**config.mk**
```make
export PLATFORM = sky130hd
export DESIGN_NAME = interval_timer_ctrl_flat
export DESIGN_NICKNAME = d
export VERILOG_FILES = /design/src/rtl/interval_timer_ctrl_pkg.sv /design/src/rtl/interval_timer_ctrl_if.sv /design/src/rtl/interval_timer_ctrl_loadable_up_counter.sv /design/src/rtl/interval_timer_ctrl.sv /design/src/flat_wrapper.sv
export SDC_FILE = /design/constraint.sdc
export NUM_CORES = 1
export LEC_CHECK = 0
export CAP_MARGIN = 15
export CORE_AREA = 2 2 47 49
export DETAILED_ROUTE_END_ITERATION = 8
export DIE_AREA = 0 0 49 51
export PLACE_DENSITY = 0.7
export SETUP_SLACK_MARGIN = 0.15
export SLEW_MARGIN = 10
export SYNTH_ARGS = -nofsm -noshare
export SYNTH_HDL_FRONTEND = slang
export SYNTH_SLANG_ARGS = --single-unit
```
**constraint.sdc**
```tcl
create_clock -name clk -period 2 [get_ports clk]
set_input_delay 0.5 -clock clk [delete_from_list [all_inputs] [get_ports clk]]
set_output_delay 0.5 -clock clk [all_outputs]
set_load 0.02 [all_outputs]
```
**src/rtl/interval_timer_ctrl_pkg.sv**
```systemverilog
// Shared types and constants for the interval timer controller.
//   state_e       : controller state encoding (IDLE, LOAD, RUN)
//   MODE_*        : run mode encoding captured with start
//   DEFAULT_WIDTH : default counter width in bits
package interval_timer_ctrl_pkg;

  localparam int unsigned DEFAULT_WIDTH = 4;

  typedef enum logic [1:0] {
    ST_IDLE = 2'd0,
    ST_LOAD = 2'd1,
    ST_RUN  = 2'd2
  } state_e;

  localparam logic MODE_ONESHOT  = 1'b0;
  localparam logic MODE_PERIODIC = 1'b1;

endpackage

```
**src/rtl/interval_timer_ctrl_if.sv**
```systemverilog
// Control/status bundle between a requester and the interval timer controller.
//   start, abort, mode, start_val, end_val : requester -> timer
//   count, busy, tick, done                : timer -> requester
interface interval_timer_ctrl_if
  import interval_timer_ctrl_pkg::*;
#(
  parameter int unsigned WIDTH = DEFAULT_WIDTH
);

  logic             start;
  logic             abort;
  logic             mode;
  logic [WIDTH-1:0] start_val;
  logic [WIDTH-1:0] end_val;
  logic [WIDTH-1:0] count;
  logic             busy;
  logic             tick;
  logic             done;

  modport master (
    output start, abort, mode, start_val, end_val,
    input  count, busy, tick, done
  );

  modport slave (
    input  start, abort, mode, start_val, end_val,
    output count, busy, tick, done
  );

endinterface

```
**src/rtl/interval_timer_ctrl_loadable_up_counter.sv**
```systemverilog
// Loadable free-running up-counter; priority is reset, then load, then +1.
//   clk      : clock
//   rst      : synchronous active-high reset to 0
//   ld       : load ld_value on the next edge
//   ld_value : value to load
//   y        : current count (wraps modulo 2^WIDTH)
module loadable_up_counter #(
  parameter int unsigned WIDTH = 4
) (
  input  logic             clk,
  input  logic             rst,
  input  logic             ld,
  input  logic [WIDTH-1:0] ld_value,
  output logic [WIDTH-1:0] y
);

  logic [WIDTH-1:0] y_q;

  always_ff @(posedge clk) begin
    if (rst) begin
      y_q <= '0;
    end else if (ld) begin
      y_q <= ld_value;
    end else begin
      y_q <= y_q + WIDTH'(1);
    end
  end

  assign y = y_q;

endmodule

```
**src/rtl/interval_timer_ctrl.sv**
```systemverilog
// Interval timer controller: sequences a loadable up-counter to produce
// one-shot or periodic terminal-count ticks.
//   clk : clock
//   rst : synchronous active-high reset
//   bus : slave side of interval_timer_ctrl_if (start/abort/config in,
//         count/busy/tick/done out; tick and done are same-cycle pulses)
module interval_timer_ctrl
  import interval_timer_ctrl_pkg::*;
#(
  parameter int unsigned WIDTH = DEFAULT_WIDTH
) (
  input  logic                  clk,
  input  logic                  rst,
  interval_timer_ctrl_if.slave  bus
);

  state_e           state_q, state_d;
  logic             mode_q, mode_d;
  logic [WIDTH-1:0] start_q, start_d;
  logic [WIDTH-1:0] end_q, end_d;

  logic             core_rst_c;
  logic             core_ld_c;
  logic             tick_c;
  logic             done_c;
  logic [WIDTH-1:0] core_y;

  loadable_up_counter #(.WIDTH(WIDTH)) u_core (
    .clk      (clk),
    .rst      (core_rst_c),
    .ld       (core_ld_c),
    .ld_value (start_q),
    .y        (core_y)
  );

  // State and captured configuration
  always_ff @(posedge clk) begin
    if (rst) begin
      state_q <= ST_IDLE;
      mode_q  <= MODE_ONESHOT;
      start_q <= '0;
      end_q   <= '0;
    end else begin
      state_q <= state_d;
      mode_q  <= mode_d;
      start_q <= start_d;
      end_q   <= end_d;
    end
  end

  // Next-state, core control and event pulses
  always_comb begin
    state_d   = state_q;
    mode_d    = mode_q;
    start_d   = start_q;
    end_d     = end_q;
    core_ld_c = 1'b0;
    tick_c    = 1'b0;
    done_c    = 1'b0;
    case (state_q)
      ST_IDLE: begin
        if (bus.start) begin
          mode_d  = bus.mode;
          start_d = bus.start_val;
          end_d   = bus.end_val;
          state_d = ST_LOAD;
        end
      end
      ST_LOAD: begin
        if (bus.abort) begin
          state_d = ST_IDLE;
        end else begin
          core_ld_c = 1'b1;
          state_d   = ST_RUN;
        end
      end
      ST_RUN: begin
        // abort beats a coincident terminal count
        if (bus.abort) begin
          state_d = ST_IDLE;
        end else if ((core_y == end_q) && !rst) begin
          tick_c = 1'b1;
          if (mode_q == MODE_PERIODIC) begin
            core_ld_c = 1'b1;
          end else begin
            done_c  = 1'b1;
            state_d = ST_IDLE;
          end
        end
      end
      default: state_d = ST_IDLE;
    endcase
  end

  // Park the core at 0 while idle and on every exit to idle, so count reads 0 in IDLE
  assign core_rst_c = rst || (state_q == ST_IDLE) || (state_d == ST_IDLE);

  assign bus.count = core_y;
  assign bus.busy  = (state_q != ST_IDLE);
  assign bus.tick  = tick_c;
  assign bus.done  = done_c;

endmodule

```
**src/flat_wrapper.sv**
```systemverilog
// flat-port wrapper written by rule: the top's interface ports become plain ports
module interval_timer_ctrl_flat import interval_timer_ctrl_pkg::*;
#(
  parameter int unsigned WIDTH = DEFAULT_WIDTH
)
  (clk, rst, bus_start, bus_abort, bus_mode, bus_start_val, bus_end_val, bus_count, bus_busy, bus_tick, bus_done);
  interval_timer_ctrl_if #(.WIDTH(WIDTH)) bus_i ();
  input  logic clk;
  input  logic rst;
  input wire logic [$bits(bus_i.start)-1:0] bus_start;
  input wire logic [$bits(bus_i.abort)-1:0] bus_abort;
  input wire logic [$bits(bus_i.mode)-1:0] bus_mode;
  input wire logic [$bits(bus_i.start_val)-1:0] bus_start_val;
  input wire logic [$bits(bus_i.end_val)-1:0] bus_end_val;
  output wire logic [$bits(bus_i.count)-1:0] bus_count;
  output wire logic [$bits(bus_i.busy)-1:0] bus_busy;
  output wire logic [$bits(bus_i.tick)-1:0] bus_tick;
  output wire logic [$bits(bus_i.done)-1:0] bus_done;
  assign bus_i.start = bus_start;
  assign bus_i.abort = bus_abort;
  assign bus_i.mode = bus_mode;
  assign bus_i.start_val = bus_start_val;
  assign bus_i.end_val = bus_end_val;
  assign bus_count = bus_i.count;
  assign bus_busy = bus_i.busy;
  assign bus_tick = bus_i.tick;
  assign bus_done = bus_i.done;
  interval_timer_ctrl #(.WIDTH(WIDTH)) u_core (.clk(clk), .rst(rst), .bus(bus_i));
endmodule
```
=== Word-level counts from Yosys, hierarchy flattened ===
Index checks and enable logic that the tools add are counted.

* Output and inout port bits: 7
* Input bits: 13
* Word-level logic and storage cells: 36
* Register bits after elaboration: 15

* Add/subtract/negate cells: 1
* Eq/ne operators: 3
* Muxes and demuxes: 19
* Reductions and logical operators: 8

{| class="wikitable"
|+ Operator list
! kind !! count
|-
| $mux 1 || 11
|-
| $mux 2 || 5
|-
| $pmux 2 s3 || 1
|-
| $add 4x1->4 const B || 1
|-
| $eq 4x4->1 || 1
|-
| $logic_not 2->1 || 2
|-
| $mux 4 || 1
|-
| $eq 2x1->1 const B || 1
|-
| $eq 2x2->1 const B || 1
|-
| $logic_or 1x1->1 || 2
|-
| $pmux 1 s2 || 1
|-
| $reduce_and 2->1 || 1
|-
| $reduce_bool 2->1 || 1
|-
| $logic_and 1x1->1 || 1
|-
| $logic_not 1->1 || 1
|}

=== Logic depth before layout (Yosys ltp) ===
* Word-level depth: 7
* Mapped depth: 6
* Depth with buffers taken out: 6

=== By module ===
From an unflattened synthesis, not the netlist that was laid out.

* Cells, all modules: 94
* Area total of the unflattened synthesis: 772.0 µm²

{| class="wikitable"
|+ By module, submodules not included
! module !! area each (µm²) !! cells each !! sequential area each (µm²) !! times used
|-
| interval_timer_ctrl || 583.1 || 76 || 220.2 || 1
|-
| loadable_up_counter || 188.9 || 18 || 80.1 || 1
|}

=== Worst setup path before layout ===
Ideal clock, no wire load.

* Kind: reg-to-output
* Start: register u_core.u_core.y_q[2] (netlist: u_core.u_core.y[2])
* End: output bus_done
* Cell stages (with the launch flop): 6
* Data required time: 1.500 ns
* Arrival: 1.745 ns
* Buffers on the path: 1
* Slack: -0.245 ns
* Cells stage by stage: dfxtp_1 xor2_1 or3_1 buf_6 or3_1 nor2_1

* Longest elaborated chain between the ends: 5

{| class="wikitable"
|+ RTL lines
! what !! RTL line !! RTL
|-
| start: declaration || interval_timer_ctrl_loadable_up_counter.sv:17 || <nowiki>logic [WIDTH-1:0] y_q;</nowiki>
|-
| start signal: assignment || interval_timer_ctrl_loadable_up_counter.sv:23 || <nowiki>y_q <= ld_value;</nowiki>
|-
| start signal: assignment || interval_timer_ctrl_loadable_up_counter.sv:25 || <nowiki>y_q <= y_q + WIDTH'(1);</nowiki>
|-
| $eq 4x4->1 || interval_timer_ctrl.sv:81 || <nowiki>end else if ((core_y == end_q) && !rst) begin</nowiki>
|-
| $logic_and 1x1->1 || interval_timer_ctrl.sv:81 ||
|-
| $mux 1 || interval_timer_ctrl.sv:81 ||
|-
| $mux 1 || interval_timer_ctrl.sv:79 || <nowiki>if (bus.abort) begin</nowiki>
|-
| $mux 1 || interval_timer_ctrl.sv:60 || <nowiki>case (state_q)</nowiki>
|-
| end: declaration || flat_wrapper.sv:18 || <nowiki>output wire logic [$bits(bus_i.done)-1:0] bus_done;</nowiki>
|}

No other way between the ends.

=== Worst setup path in the final report ===
* Start: register u_core.end_q[2]
* End: output bus_done

* Longest elaborated chain between the ends: 5

{| class="wikitable"
|+ RTL lines
! what !! RTL line !! RTL
|-
| start: declaration || interval_timer_ctrl.sv:20 || <nowiki>logic [WIDTH-1:0] end_q, end_d;</nowiki>
|-
| start signal: assignment || interval_timer_ctrl.sv:47 || <nowiki>end_q <= end_d;</nowiki>
|-
| $eq 4x4->1 || interval_timer_ctrl.sv:81 ||
|-
| $logic_and 1x1->1 || interval_timer_ctrl.sv:81 ||
|-
| $mux 1 || interval_timer_ctrl.sv:81 ||
|-
| $mux 1 || interval_timer_ctrl.sv:79 ||
|-
| $mux 1 || interval_timer_ctrl.sv:60 ||
|}

No other way between the ends.

==> summary.md <==
| Metric | Value |
|---|---|
| Clock Skews | between 0.001 and 0.0015 ns |
| RSZ-0062 raised after global routing | true |
| Vias in the first global route | 834 |
| Setup ws final | -0.264 ns |
| Final worst path period share | 113% |
| Cell count after synthesis | about 100 |
| Worst setup SP type | register |
| Netlist cell types | 31 |
| Initial Utilization | between 40% and 50% |
| Hold Crit Class | register to register |
| Row cnt | 17 |
| Fin. Hold Viols | 0 |
| Reg2reg start | u_core.end_q[2] |
| WHS Endpoint | u_core.start_q[2] |
| PwrDens | 562 nW/um2 |
| Routability cong. | about 0.83 |
| ANT cells | 0 |
| Inserted Clock Buffers | 3 |
| Max Clk Rate | 0.442 GHz |
| Sequential area share after synthesis | about 36% |
| Sinks on Clock Net | 15 |
| CP Capture Type | output pin |
| DRT Pass-1 Iters | 4 |
| Total congestion overflow | 0 |
| CTS hold repair buffers | 0 |
| Final std cells w/o fill | about 180 |
| Wire per inst | approximately 12 um |
| Worst Path Required | approximately 1.5 ns |
| Critical path arrival | approximately 1.8 ns |
| Largest net degree at the start of global routing | 12 |
| Reg2Reg Depth | 7 |
| Storage cell area | 305 um2 |
| Worst-path fanout max | 2 |
| Final net count | between 150 and 200 |
| Core area | slightly above 2000 um2 |
| Fillers | 194 |
| Maxcap violations | 0 |
| Setup Viol. Count Final | 2 |
| Clock-pin slew on the worst setup and hold paths | ~0.090 ns |
| First-pass GRT wire length | about 3.5 mm |
| Full die area | 2500 um2 |
| Hold path depth | 2 |
| Failing checks | setup timing |
| Worst reg2reg setup slack | 0.21 ns |
| H-Tree Depth | 1 |
| Mapped cell area | roughly 840 um2 |
| Worst rel slew slack | roughly 77% |
| DR vias | roughly 890 |
| Iter 0 DRT Violations | 20 |
| Initial antenna violation count | 0 |
| Root buf cell | clkbuf_4 |
| Mapped Nets | between 100 and 150 |
| Die Wd | between 40 and 50 um |
| Max Transition Viols Final | 0 |
| CTS max path bufs | 2 |
| Post-DR vias/cell | around 5.1 |
| DP Cell Count | about 170 |
| Static Leak | approximately 0.58 nW |
| Power after layout | roughly 700 uW |
| Worst hold margin | 0.464 ns |
| WS Path Type | register to output pin |
| Worst setup path startpoint | u_core.end_q[2] |
| CTS tree | yes |
| Max VDD drop | around 0.00035 V |
| Port bufs | 19 |
| Number of nets with antenna violations after routing | 0 |
| Layout cells sized above 1 | about a quarter |
| Hold_sp | u_core.start_q[2] |
| Run status | finished, violations left |
| Actual slew at the worst max-slew pin | approximately 0.34 ns |
| Final wirelength | 2.10 mm |
| Final core occ | between 60% and 70% |
| Synth Warn # | 0 |
| IO Count | 20 |
| Gr usage total | between 10% and 20% |
| Synth Register Bits | 15 |
| Clock latency on the worst-skew pair | between 0.2 and 0.3 ns |
| HPWL after DPL | about 1.6 mm |
| Setup WS pre-CTS | -0.883 ns |
| Area growth syn-to-layout | 51.9% |
| DRC viols | 0 |
| Tmin final | ~2.3 ns |
| Area of the multi-input gates | around 530 um2 |
| Syn Area/Cell | ~8 um2 |
| Die Ht | 51 um |
| R2r endpoint | u_core.u_core.y[3] |
## logic make-up (layout without fill, tap and decap cells)
kind of cell / after synthesis / in the layout / synth area share (%)
buf+inv: 8 / 51 / 4.49
compound gates: 26 / 26 / 20.8
xor+xnor: 6 / 6 / 6.29
fa+ha+maj: 5 / 5 / 7.49
simple gates: 44 / 44 / 25.0
flops: 15 / 15 / 35.9
## worst max-delay path by stage
stage / end / slack (ns) / cells after the start
final: bus_done / -0.26 / 5
after global routing: bus_done / -0.32 / 5
after CTS: bus_done / -0.30 / 5
after detailed placement: bus_done / -0.88 / 5
after global placement: bus_done / -0.88 / 5
after floorplan: bus_done / -0.02 / 4
## registers in the layout, summed over array words and instances (netlist names)
signal / cells
u_core.start_q: 4
u_core.state_q: 2
u_core.end_q: 4
u_core.mode_q: 1
u_core.u_core.y: 4
## final cells by class
class                      count  area share (%)
clock buffer                   4            2.07
timing repair buffer          41            27.9
tap                           28            2.76
inverter                       6            1.77
sequential                    15            24.0
multi-input combinational     81            41.5
## per-stage QoR
| step | TNS (ns) | cell area [um2] |
|---|---|---|
| 2_1_floorplan | -0.0210 | 851 |
| 3_3_place_gp | -2.30 | 1210 |
| 3_5_place_dp | -2.36 | 1210 |
| 4_1_cts | -0.490 | 1240 |
| 5_1_grt | -0.619 | 1270 |
| 6_report | -0.499 | 1270 |
## critical path: stages (launching register included)
cell	delay, ns
dfxtp_2	0.33
xor2_1	0.17
or3_4	0.38
or3_4	0.39
nor2_4	0.09
buf_6	0.11
## per-layer routing
metal | track usage [%] | part of all wire, %
met5 | 0 | 0
met4 | 8.57 | 2.5
met3 | 4.39 | 5.8
met2 | 31.5 | 49
met1 | 21.3 | 43
## repair_timing
action | in CTS | in global routing
pin swaps | 3 | 2
buffers inserted | 1 | 1
resized for setup | 20 | 7
endpoints found under the setup margin | 6 | 5
## Yosys cell counts
cell type / instances / area, um2
a211oi_1: 1 / 7.51
a21boi_0: 1 / 7.51
a21oi_1: 12 / 60.1
a221oi_1: 2 / 17.5
a31oi_1: 1 / 6.26
a32oi_1: 1 / 8.76
and3b_1: 1 / 8.76
and4_1: 1 / 8.76
buf_6: 1 / 11.3
clkbuf_1: 1 / 3.75
dfxtp_1: 15 / 300
ha_1: 5 / 62.6
inv_1: 6 / 22.5
nand2_1: 23 / 86.3
nand2b_1: 1 / 6.26
nand3_1: 4 / 20.0
nand3b_1: 1 / 7.51
nand4_1: 2 / 12.5
nor2_1: 3 / 11.3
nor2b_1: 3 / 18.8
nor3_1: 2 / 10.0
o2111a_1: 1 / 11.3
o211a_1: 1 / 10.0
o211ai_1: 1 / 7.51
o21ai_0: 2 / 10.0
o221a_1: 1 / 11.3
o311ai_0: 1 / 8.76
o31ai_1: 1 / 7.51
or3_1: 3 / 18.8
xnor2_1: 3 / 26.3
xor2_1: 3 / 26.3
## layout by cell type (no fill, tap or decap), types with 2 or more instances in the layout
cell type,synthesis,layout
or3_4,0,2
xnor2_1,3,3
clkbuf_4,0,3
buf_6,1,2
nand4_1,2,2
nor2b_1,3,3
dfxtp_2,0,4
xor2_1,3,3
o21ai_0,2,2
ha_1,5,5
nor2_1,3,2
nand2_1,23,23
dfxtp_1,15,11
nand3_1,4,4
buf_4,0,22
dlymetal6s2s_1,0,2
a21oi_1,12,12
clkdlybuf4s50_1,0,11
dlygate4sd2_1,0,3
inv_1,6,6
## power breakdown
group | internal, mW | switching (mW)
Sequential | 0.318 | 0.0109
Combinational | 0.107 | 0.105
Clock | 0.0774 | 0.0962
Note: power is estimated with default switching activity, not from simulation.
